==> src/rtl/mux4_rr_arbiter_if.sv <==
// Bundle of the request, data and output-handshake signals shared by the
// round-robin mux arbiter and its four sources and single consumer.
interface mux4_rr_arbiter_if #(
    parameter int WIDTH = 4
);
    logic [3:0]       req;
    logic [WIDTH-1:0] a;
    logic [WIDTH-1:0] b;
    logic [WIDTH-1:0] c;
    logic [WIDTH-1:0] d;
    logic             out_ready;
    logic             out_valid;
    logic [WIDTH-1:0] out;
    logic [1:0]       sel;
    logic [3:0]       grant;
    logic [3:0]       ack;
    logic             busy;

    // Arbiter side
    modport master (
        input  req, a, b, c, d, out_ready,
        output out_valid, out, sel, grant, ack, busy
    );

    // Sources and consumer side
    modport slave (
        output req, a, b, c, d, out_ready,
        input  out_valid, out, sel, grant, ack, busy
    );
endinterface

==> src/rtl/mux4_rr_arbiter.sv <==
// Round-robin arbiter sharing one 4:1 mux among four requesters, with bounded
// bursts, a one-cycle IDLE bubble between grants and a valid/ready output.
module mux4_rr_arbiter #(
    parameter int WIDTH     = 4,
    parameter int MAX_BURST = 2
) (
    input  logic                clk,
    input  logic                rst,
    mux4_rr_arbiter_if.master   bus
);
    typedef enum logic {IDLE, GRANT} state_e;

    localparam logic [3:0] BURST_LEN = 4'(MAX_BURST);

    state_e           state_q, state_d;
    logic [1:0]       sel_q, sel_d;
    logic [3:0]       grant_q, grant_d;
    logic [1:0]       ptr_q, ptr_d;
    logic [3:0]       count_q, count_d;

    logic [1:0]       winner;
    logic [WIDTH-1:0] mux_data;
    logic             out_valid;
    logic             transfer;

    // Scan downward so the lowest offset from ptr_q is written last and wins.
    always_comb begin
        winner = ptr_q;
        for (int i = 3; i >= 0; i--) begin
            if (bus.req[ptr_q + 2'(i)]) winner = ptr_q + 2'(i);
        end
    end

    always_comb begin
        unique case (sel_q)
            2'd0: mux_data = bus.a;
            2'd1: mux_data = bus.b;
            2'd2: mux_data = bus.c;
            2'd3: mux_data = bus.d;
        endcase
    end

    assign out_valid     = (state_q == GRANT) && bus.req[sel_q];
    assign transfer      = out_valid && bus.out_ready;
    assign bus.out_valid = out_valid;
    assign bus.out       = out_valid ? mux_data : '0;
    assign bus.ack       = transfer ? (4'b0001 << sel_q) : 4'b0000;
    assign bus.sel       = sel_q;
    assign bus.grant     = grant_q;
    assign bus.busy      = (state_q == GRANT);

    // NOTE: every next-state signal takes its held value first, so no path
    // through the case leaves one unassigned and no latch is inferred.
    always_comb begin
        state_d = state_q;
        sel_d   = sel_q;
        grant_d = grant_q;
        ptr_d   = ptr_q;
        count_d = count_q;
        unique case (state_q)
            IDLE: begin
                if (|bus.req) begin
                    sel_d   = winner;
                    grant_d = 4'b0001 << winner;
                    count_d = '0;
                    state_d = GRANT;
                end
            end
            GRANT: begin
                if (!bus.req[sel_q]) begin
                    state_d = IDLE;
                    grant_d = '0;
                    ptr_d   = sel_q + 2'd1;
                    count_d = '0;
                end else if (transfer) begin
                    count_d = count_q + 4'd1;
                    if (count_d == BURST_LEN) begin
                        state_d = IDLE;
                        grant_d = '0;
                        ptr_d   = sel_q + 2'd1;
                    end
                end
            end
        endcase
    end

    // NOTE: non-blocking assignments keep every register sampling the
    // pre-edge values, independent of statement order.
    always_ff @(posedge clk or posedge rst) begin
        if (rst) begin
            state_q <= IDLE;
            sel_q   <= '0;
            grant_q <= '0;
            ptr_q   <= '0;
            count_q <= '0;
        end else begin
            state_q <= state_d;
            sel_q   <= sel_d;
            grant_q <= grant_d;
            ptr_q   <= ptr_d;
            count_q <= count_d;
        end
    end
endmodule

==> src/flat_wrapper.sv <==
// flat-port wrapper written by rule: the top's interface ports become plain ports
module mux4_rr_arbiter_flat 
#(
    parameter int WIDTH     = 4,
    parameter int MAX_BURST = 2
)
  (clk, rst, bus_req, bus_a, bus_b, bus_c, bus_d, bus_out_ready, bus_out_valid, bus_out, bus_sel, bus_grant, bus_ack, bus_busy);
  mux4_rr_arbiter_if #(.WIDTH(WIDTH)) bus_i ();
  input  logic clk;
  input  logic rst;
  input wire logic [$bits(bus_i.req)-1:0] bus_req;
  input wire logic [$bits(bus_i.a)-1:0] bus_a;
  input wire logic [$bits(bus_i.b)-1:0] bus_b;
  input wire logic [$bits(bus_i.c)-1:0] bus_c;
  input wire logic [$bits(bus_i.d)-1:0] bus_d;
  input wire logic [$bits(bus_i.out_ready)-1:0] bus_out_ready;
  output wire logic [$bits(bus_i.out_valid)-1:0] bus_out_valid;
  output wire logic [$bits(bus_i.out)-1:0] bus_out;
  output wire logic [$bits(bus_i.sel)-1:0] bus_sel;
  output wire logic [$bits(bus_i.grant)-1:0] bus_grant;
  output wire logic [$bits(bus_i.ack)-1:0] bus_ack;
  output wire logic [$bits(bus_i.busy)-1:0] bus_busy;
  assign bus_i.req = bus_req;
  assign bus_i.a = bus_a;
  assign bus_i.b = bus_b;
  assign bus_i.c = bus_c;
  assign bus_i.d = bus_d;
  assign bus_i.out_ready = bus_out_ready;
  assign bus_out_valid = bus_i.out_valid;
  assign bus_out = bus_i.out;
  assign bus_sel = bus_i.sel;
  assign bus_grant = bus_i.grant;
  assign bus_ack = bus_i.ack;
  assign bus_busy = bus_i.busy;
  mux4_rr_arbiter #(.WIDTH(WIDTH), .MAX_BURST(MAX_BURST)) u_core (.clk(clk), .rst(rst), .bus(bus_i));
endmodule
==> config.mk <==
export PLATFORM = sky130hd
export DESIGN_NAME = mux4_rr_arbiter_flat
export DESIGN_NICKNAME = d
export VERILOG_FILES = /design/src/rtl/mux4_rr_arbiter_if.sv /design/src/rtl/mux4_rr_arbiter.sv /design/src/flat_wrapper.sv
export SDC_FILE = /design/constraint.sdc
export NUM_CORES = 1
export LEC_CHECK = 0
export BUFFER_PORTS_ARGS = -buffer_cell sky130_fd_sc_hd__buf_4
export CELL_PAD_IN_SITES_DETAIL_PLACEMENT = 1
export CELL_PAD_IN_SITES_GLOBAL_PLACEMENT = 2
export CORE_ASPECT_RATIO = 0.7
export CORE_MARGIN = 2
export CORE_UTILIZATION = 28
export CTS_BUF_LIST = sky130_fd_sc_hd__clkbuf_8
export CTS_CLUSTER_SIZE = 28
export DETAILED_ROUTE_END_ITERATION = 10
export HOLD_SLACK_MARGIN = 0.03
export PLACE_DENSITY_LB_ADDON = 0.1
export SYNTH_ARGS = -nofsm -noshare
export SYNTH_HDL_FRONTEND = slang
export SYNTH_SLANG_ARGS = --single-unit
==> constraint.sdc <==
create_clock -name clk -period 1.74 [get_ports clk]
set_input_delay 0.174 -clock clk [delete_from_list [all_inputs] [get_ports clk]]
set_output_delay 0.174 -clock clk [all_outputs]
set_load 0.005 [all_outputs]
==> impl_metrics.tcl <==
set metrics [dict create \
    stdcell_area_um2 1476 \
    slowest_stage "mux4_2" \
    ys_seq_area_share_pct 34.62 \
    synthesis.nets 129 \
    p_leak_nw 0.7015 \
    cp_cell_sequence "mux4_2 > nand2_2 > inv_4 > and3_4 > buf_6" \
    post_dp_cell_area_um2 1299 \
    total_power_mw 2.200 \
    powerDensity_nw_per_um2 1490 \
    antenna_found_initial 0 \
    grt_pass1_vias 970 \
    netlist_area_um2 939.7 \
    preCtsSetupSlack_ns 0.01425 \
    viasPerCell 5.181 \
    drive_gt1_share_pct 47.33 \
    yosysWarnings 0 \
    ir_drop_mv 0.5803 \
    cap_violations 0 \
    cp.arrival_ns 1.69 \
    avgSynthCellArea_um2 9.491 \
    cts_sinks 13 \
    critical_path.top_delay_family "multiplexers" \
    synth_commonest_cells "13 x dfrtp_1, 12 x nor2_1, 8 x nand2_1" \
    finalSetupTns_ns -0.8918 \
    holdPathEnd "u_core.count_q[0]" \
    fmax_ghz 0.5369 \
    synth_seq_cells 13 \
    hold_class "primary input to flop" \
    r2r_cells 5 \
    failed_checks "negative setup slack" \
    synth.largest_area_cell "dfrtp_1" \
    post_drt_wl_per_cell_um 14.62 \
    slew_headroom_pct 64.78 \
    start_util_pct 29.65 \
    synth_top_area_share_pct 34.62 \
    rows 17 \
    crit_path_end_kind "primary output" \
    synth-edff-count 0 \
    grt_usage_pct 15.85 \
    grt_max_degree 14 \
    slowest_delay_ns 0.56 \
    pin_count 39 \
    cts_tree "done" \
    async_flop_share_pct 100.0 \
    worst_slew_pin_slew_ns 0.5277 \
    hold_start "bus_out_ready" \
    synthFlopType "dfrtp_1" \
    cts_buffers 3 \
    period_share_pct 107.0 \
    cp-start-kind "flop" \
    die_y_um 52.47 \
    cp.required_ns 1.57 \
    area_growth_pct 57.12 \
    syn_inst 99 \
    critPathBufInv 2 \
    worstSkewPairLatency_ns 0.25 \
    cp_max_fo 6 \
    utilization_pct 46.59 \
    path_clk_slew_ns 0.05 \
    overflow 0 \
    die-area_um2 3843 \
    die_w_um 73.24 \
    fin_nets 181 \
    htree_levels 1 \
    finalHoldViolCount 0 \
    diodes 0 \
    yosysMostFrequentCell "dfrtp_1" \
    maxSlewViolCount 0 \
    max-clock-path-buffers 2 \
    place_congestion 0.6805 \
    r2r-end "u_core.ptr_q[1]" \
    status "finished, violations left" \
    vias 974 \
    cts_root_buf "clkbuf_8" \
    period_minus_slack_ns 1.863 \
    dp.final_hpwl_um 2178 \
    drc_errors 0 \
    worstReg2RegStart "u_core.bus.sel[0]" \
    portBuffers 38 \
    routed_wirelength_um 2749 \
    core_area_um2 3169 \
    finalWorstSetupSlack_ns -0.1225 \
    grt_setup_unrepaired "true" \
    grt_first_pass_wirelength_um 4581 \
    worst-r2r-setup-slack_ns -0.01 \
    setup_viol 11 \
    hold_depth 3 \
    synthDistinctLibCells 35 \
    drtIter0Drc 28 \
    synth_top_cells_by_area "dfrtp_1 35%, ha_1 9.3%, nor2_1 4.8%" \
    drtAntennaViolNets 0 \
    fin_skew_ns 0.002491 \
    worstSetupPathType "flop to primary output" \
    drtPass1Iterations 5 \
]
## final cells by class
| cell class | count | area, um^2 |
|---|---|---|
| clock inverters | 1 | 5.005 |
| well taps | 38 | 47.55 |
| clock buffers | 3 | 41.29 |
| flip-flops and latches | 13 | 327.8 |
| repair buffers | 49 | 396.6 |
| inverters | 6 | 25.02 |
| fillers | 369 | 1693 |
| multi-input cells | 78 | 633.1 |
## state kept, by name, indices dropped and copies added, names as in the netlist
register          count
u_core.ptr_q          2
u_core.bus.grant      4
u_core.count_q        4
u_core.bus.sel        2
u_core.bus.busy       1
## layout by cell type, fill, tap and decap left out, types with 5 or more instances in the layout
cell,n
nand2_1,6
dfrtp_1,11
buf_6,7
nor2_1,12
buf_4,41
inv_1,5
## worst register-to-register path, stage by stage (launching register included)
cell,delay (ns)
dfrtp_2,0.43
mux4_2,0.57
buf_6,0.15
nor2_4,0.09
a31oi_4,0.07
mux2_4,0.33
## how the worst max path moves through the flow
stage	start	endpoint	slack, ns	cells after the start
2_1_floorplan	u_core.bus.sel[0]	u_core.ptr_q[0]	0.12	4
3_3_place_gp	u_core.bus.sel[1]	bus_out[3]	0.02	7
3_5_place_dp	u_core.bus.sel[0]	bus_ack[1]	0.01	5
4_1_cts	u_core.bus.sel[0]	bus_out[0]	-0.1	6
5_1_grt	u_core.bus.sel[0]	bus_out[3]	-0.20	7
6_report	u_core.bus.sel[0]	bus_ack[2]	-0.12	5
## through the flow
step / std cells / hold WS (ns)
floorplan: 99 / 0.05096
global placement: 178 / 0.2402
detailed placement: 178 / 0.2444
CTS: 187 / 0.3172
global route: 188 / 0.2750
finish: 188 / 0.2669
## power breakdown
part	total, mW	internal [mW]	switching, mW
Combinational	1.36	0.769	0.595
Clock	0.271	0.158	0.113
Sequential	0.564	0.421	0.143
Total	2.20	1.35	0.851
## cells by family after synthesis
family	after synthesis	synth area share, %
buffers and inverters	8	3.595
xor gates and xnor gates	2	1.865
adders and majority gates	7	9.320
and+or+nand+nor	39	21.70
muxes	3	5.593
DFF	13	34.62
AOI/OAI and AO/OA	27	23.30
## layer usage
layer,global-route usage [%],vias to the layer above,wire [um]
met3,4.423,4,206
met4,3.704,0,21
li1,-,469,-
met5,0,-,0
met2,27.63,35,1241
met1,19.43,466,1280
## repair_timing
action                                 CTS  global route
setup buffers                            4             1
resized for setup                       19             7
endpoints found under the hold margin   13             0
pin swaps                                5            11
hold buffers                             1             0
setup endpoints to repair                9            15
Power figures use the tool's default switching activity.
